File: src/rtl/sdr_tx.sv
// sdr_tx: I3C SDR transmit serializer, MSB-first byte, T-bit, 0/1 bit.
// Ports: i_clk, i_rst (sync, high), i_tx_en, i_tx_mode[2:0],
//   i_regf_data, i_scl_neg_edge (launch strobe), o_sda,
//   o_tx_mode_done (1-cycle pulse with last bit), o_busy (in SHIFT).
// Option: SDR_TX_PARITY_EN enables PARITY mode (3'b011) and par_byte.
module sdr_tx #(
  parameter int DATA_WIDTH = 8
) (
  input  logic                  i_clk,
  input  logic                  i_rst,
  input  logic                  i_tx_en,
  input  logic [2:0]            i_tx_mode,
  input  logic [DATA_WIDTH-1:0] i_regf_data,
  input  logic                  i_scl_neg_edge,
  output logic                  o_sda,
  output logic                  o_tx_mode_done,
  output logic                  o_busy
);

  localparam int CW = $clog2(DATA_WIDTH);

  localparam logic [2:0] MODE_SER  = 3'b001;
  localparam logic [2:0] MODE_ZERO = 3'b010;
  localparam logic [2:0] MODE_ONE  = 3'b100;
`ifdef SDR_TX_PARITY_EN
  localparam logic [2:0] MODE_PAR  = 3'b011;
`endif

  typedef enum logic {
    S_IDLE,
    S_SHIFT
  } state_e;

  state_e                state_q, state_d;
  logic [DATA_WIDTH-1:0] shift_q, shift_d;
  logic [CW-1:0]         cnt_q, cnt_d;
  logic                  sda_q, sda_d;
  logic                  done_q, done_d;
`ifdef SDR_TX_PARITY_EN
  logic [DATA_WIDTH-1:0] par_q, par_d;
`endif

  // State and datapath registers
  always_ff @(posedge i_clk) begin
    if (i_rst) begin
      state_q <= S_IDLE;
      shift_q <= '0;
      cnt_q   <= '0;
      sda_q   <= 1'b1;
      done_q  <= 1'b0;
`ifdef SDR_TX_PARITY_EN
      par_q   <= '0;
`endif
    end else begin
      state_q <= state_d;
      shift_q <= shift_d;
      cnt_q   <= cnt_d;
      sda_q   <= sda_d;
      done_q  <= done_d;
`ifdef SDR_TX_PARITY_EN
      par_q   <= par_d;
`endif
    end
  end

  // Next state; abort (enable low) beats a same-cycle strobe
  always_comb begin
    state_d = state_q;
    unique case (state_q)
      S_IDLE: begin
        if (i_scl_neg_edge && i_tx_en &&
            i_tx_mode == MODE_SER)
          state_d = S_SHIFT;
      end
      S_SHIFT: begin
        if (!i_tx_en)
          state_d = S_IDLE;
        else if (i_scl_neg_edge && cnt_q == '0)
          state_d = S_IDLE;
      end
    endcase
  end

  // Outputs and datapath; SDA holds between launch edges
  always_comb begin
    shift_d = shift_q;
    cnt_d   = cnt_q;
    sda_d   = sda_q;
    done_d  = 1'b0;
`ifdef SDR_TX_PARITY_EN
    par_d   = par_q;
`endif
    unique case (state_q)
      S_IDLE: begin
        if (i_scl_neg_edge) begin
          sda_d = 1'b1;
          if (i_tx_en) begin
            case (i_tx_mode)
              MODE_SER: begin
                shift_d = i_regf_data;
                sda_d   = i_regf_data[DATA_WIDTH-1];
                cnt_d   = CW'(DATA_WIDTH - 2);
`ifdef SDR_TX_PARITY_EN
                par_d   = i_regf_data;
`endif
              end
`ifdef SDR_TX_PARITY_EN
              MODE_PAR: begin
                sda_d  = ~^par_q;
                done_d = 1'b1;
              end
`endif
              MODE_ZERO: begin
                sda_d  = 1'b0;
                done_d = 1'b1;
              end
              MODE_ONE: begin
                done_d = 1'b1;
              end
              default: ;
            endcase
          end
        end
      end
      S_SHIFT: begin
        if (!i_tx_en) begin
          sda_d = 1'b1;
        end else if (i_scl_neg_edge) begin
          sda_d = shift_q[cnt_q];
          if (cnt_q == '0)
            done_d = 1'b1;
          else
            cnt_d = cnt_q - 1'b1;
        end
      end
    endcase
  end

  assign o_sda          = sda_q;
  assign o_tx_mode_done = done_q;
  assign o_busy         = (state_q == S_SHIFT);

endmodule
File: config.mk
export PLATFORM = sky130hd
export DESIGN_NAME = sdr_tx
export DESIGN_NICKNAME = d
export VERILOG_FILES = /design/src/rtl/sdr_tx.sv
export SDC_FILE = /design/constraint.sdc
export NUM_CORES = 1
export LEC_CHECK = 0
export BUFFER_PORTS_ARGS = -buffer_cell sky130_fd_sc_hd__buf_4
export CAP_MARGIN = 10
export CORE_ASPECT_RATIO = 0.9
export CORE_UTILIZATION = 45
export CTS_BUF_LIST = sky130_fd_sc_hd__clkbuf_4 sky130_fd_sc_hd__clkbuf_8 sky130_fd_sc_hd__clkbuf_16
export CTS_CLUSTER_DIAMETER = 80
export CTS_CLUSTER_SIZE = 14
export DETAILED_ROUTE_END_ITERATION = 8
export HOLD_SLACK_MARGIN = 0.06
export PLACE_DENSITY_LB_ADDON = 0.1
export SYNTH_ARGS = -nofsm -noshare
export SYNTH_HDL_FRONTEND = slang
export SYNTH_SLANG_ARGS = --single-unit
File: constraint.sdc
create_clock -name i_clk -period 2.95 [get_ports i_clk]
set_input_delay 0.4425 -clock i_clk [delete_from_list [all_inputs] [get_ports i_clk]]
set_output_delay 0.4425 -clock i_clk [all_outputs]
set_load 0.005 [all_outputs]
==> flow_summary.toml <==
[global_route]
grt_use_total_pct = 17.5
busiest_layer = "met2"
overflow = 0
grt_pass1_wl_um = 2140
gr-usage-met2_pct = 25.0
grt_pass1_vias = 449
grt_util_met1_pct = 24.6
antenna_found_initial = 0
grt_max_degree = 15
grt_use_met3_pct = 5.41

[floorplan]
fp.coreArea_mm2 = 0.00148
die_area_mm2 = 0.00178
io_pins = 18
start_util_pct = 49.2
std_cell_rows = 13
die_w_um = 44.4
die_y_um = 40.2

[run]
cap_viol_max_count = 0

[clock_tree]
h-tree-depth = 1
cts_root_buffer = "clkbuf_4"
cts_sinks = 14
post_cts_buffers = 0
cts_tree = "done"
clk_latency_ns = 0.28
clk_path_buf_depth = 2
hold_buffers = 0
clkTransAtPathRegs_ns = 0.09
post_cts_resized = 0
cts_made_buffers = 3

[pwr]
ir_drop_mv = 0.312
power.density_mw_per_mm2 = 416
p_clk_share_pct = 37.6
net-switching-power_mw = 0.0829
power_switching_share_pct = 22.3
power_frac_seq_pct = 52.1
combinationalPowerShare_pct = 10.3
power.leakage_nw = 0.416
p_int_mw = 0.289

[synthesis]
ys_warn_count = 0
ys_types = 29
synth.avg_cell_area_um2 = 9.71
synthFlopType = "dfxtp_1"
synth-edff-count = 0
syn_nets = 92
yosysSeqAreaShare_pct = 38.5
netlist_instances = 75
synthArstFlopShare_pct = 0
syn_area_um2 = 728
ys_ff_latch = 14

[placement]
numPlacedInstances = 111
globalplace.congestion = 0.754
port_buffers = 17
hpwl_um = 969

[detailed_routing]
vias = 562
viasPerCell = 4.89
dr.pass1.iters = 4
drc = 0
ant_nets = 0
drt-total-wl_um = 1280
routed_wire_length_per_instance_um = 11.2
first_iter_violations = 10

[outcome]
outcome = "completed"

[worst_setup_path]
worstSetupStartpointType = "register"
rr_endpoint = "cnt_q[0]"
cp.arrival_ns = 1.71
crit_end = "cnt_q[0]"
cp.required_ns = 3.14
r2r-start = "cnt_q[0]"
crit_start = "cnt_q[0]"
crit_fanout = 7
ff2ff_setup_slack_ns = 1.43
setup.worst_path.class = "reg -> reg"
r2r_cells = 6
critPathCaptureType = "register"

[sta]
tightest_slew_ns = 0.380
hold_ws_ns = 0.387
setup_viol = 0
hold_viol_final = 0
slew_headroom_pct = 74.0
rsz0062_at_grt = "no"
slew_viol_final = 0
clock.fmax_mhz = 659
min_period_ns = 1.52
worst_clock_skew_ns = 0.00658
finalCritPeriodShare_pct = 51.5
final.setup.tns_ns = 0

[worst_hold_path]
hp-class = "in -> reg"
hold_depth = 3

[cells_and_area]
final_cells = 115
drive_above_1_share_pct = 28.0
diodes = 0
syn2layout_area_growth_pct = 22.7
nNetsFinal = 111
==> sequential cells by signal, summed over array words and instances (netlist names) <==
signal,count
o_tx_mode_done,1
o_busy,1
o_sda,1
shift_q,8
cnt_q,3
==> critical path, cell delays in order, from the launching register on <==
cell	delay (ns)
dfxtp_1	0.46
inv_1	0.10
ha_1	0.21
nand2b_1	0.09
nand3_1	0.15
and3_1	0.24
o21ba_1	0.17
==> worst min-delay path by stage <==
| stage | startpoint | end |
|---|---|---|
| 2_1_floorplan | shift_q[0] | shift_q[0] |
| 3_3_place_gp | shift_q[6] | shift_q[6] |
| 3_5_place_dp | shift_q[1] | shift_q[1] |
| 4_1_cts | i_regf_data[1] | shift_q[1] |
| 5_1_grt | i_regf_data[1] | shift_q[1] |
| 6_report | i_regf_data[1] | shift_q[1] |
==> cell type report <==
type / instances / area, µm²
timing repair buffer: 17 / 128
tap: 22 / 27.5
inverter: 4 / 15.0
sequential: 14 / 280
clock buffer: 4 / 36.3
fill: 132 / 587
multi-input combinational: 54 / 407
==> cell usage in the layout, fill, tap and decap left out <==
master | Yosys | layout
nor2_1 | 10 | 10
a21oi_1 | 4 | 4
nand2_1 | 2 | 2
buf_4 | 0 | 17
clkbuf_4 | 0 | 3
xnor2_1 | 1 | 1
clkbuf_8 | 0 | 1
xor2_1 | 1 | 1
mux2_2 | 1 | 1
dfxtp_1 | 14 | 14
ha_1 | 2 | 2
nand2_2 | 1 | 1
nand2b_1 | 2 | 2
nand4_1 | 1 | 1
o21ba_1 | 1 | 1
o21ai_0 | 1 | 1
o311ai_0 | 2 | 2
and2_1 | 1 | 1
nor3_1 | 2 | 2
o31ai_1 | 1 | 1
nor2b_1 | 4 | 4
nor3b_1 | 2 | 2
nor4b_4 | 1 | 1
mux2i_1 | 8 | 8
mux4_2 | 1 | 1
a311oi_2 | 1 | 1
nand3_1 | 2 | 2
a2111oi_0 | 1 | 1
inv_1 | 4 | 4
and3_1 | 1 | 1
==> Yosys cell counts, types with 4 or more instances <==
master / count / area [µm²]
nor2_1: 10 / 37.5
mux2i_1: 8 / 80.1
a21oi_1: 4 / 20.0
nor2b_1: 4 / 25.0
dfxtp_1: 14 / 280
inv_1: 4 / 15.0
==> power groups by stage <==
stage	clock, mW	sequential [mW]	combinational, mW
3_3_place_gp	0	0.198	0.0376
5_1_grt	0.151	0.194	0.0431
4_1_cts	0.144	0.194	0.0387
2_1_floorplan	0	0.197	0.0179
6_report	0.140	0.194	0.0384
3_5_place_dp	0	0.198	0.0386
==> cell families (layout without fill, tap and decap cells) <==
logic type / Yosys count / after routing / share of synthesized area (%)
AO/OA/AOI/OAI: 11 / 11 / 11.5
XOR/XNOR: 2 / 2 / 2.41
adder cells (fa/ha/maj): 2 / 2 / 3.44
buffers and inverters: 7 / 25 / 5.67
flip-flops: 14 / 14 / 38.5
multiplexers: 10 / 10 / 15.6
AND/OR/NAND/NOR: 29 / 29 / 22.9
==> routing by layer <==
layer | wire (µm) | share of wire (%)
met5 | 0 | 0
met4 | 0 | 0
met3 | 58 | 4.5
met2 | 596 | 46
met1 | 630 | 49
==> per-stage QoR <==
step                cell area, µm²  util, %  power [mW]  worst slack (ns)
finish                         893     60.4       0.372              1.43
global route                   893     60.4       0.389              1.31
global placement               857     57.9       0.236              1.35
CTS                            893     60.4       0.376              1.42
floorplan                      728        -       0.215              1.58
detailed placement             857     57.9       0.237              1.33
No activity file was read; power rests on OpenSTA's default activity.
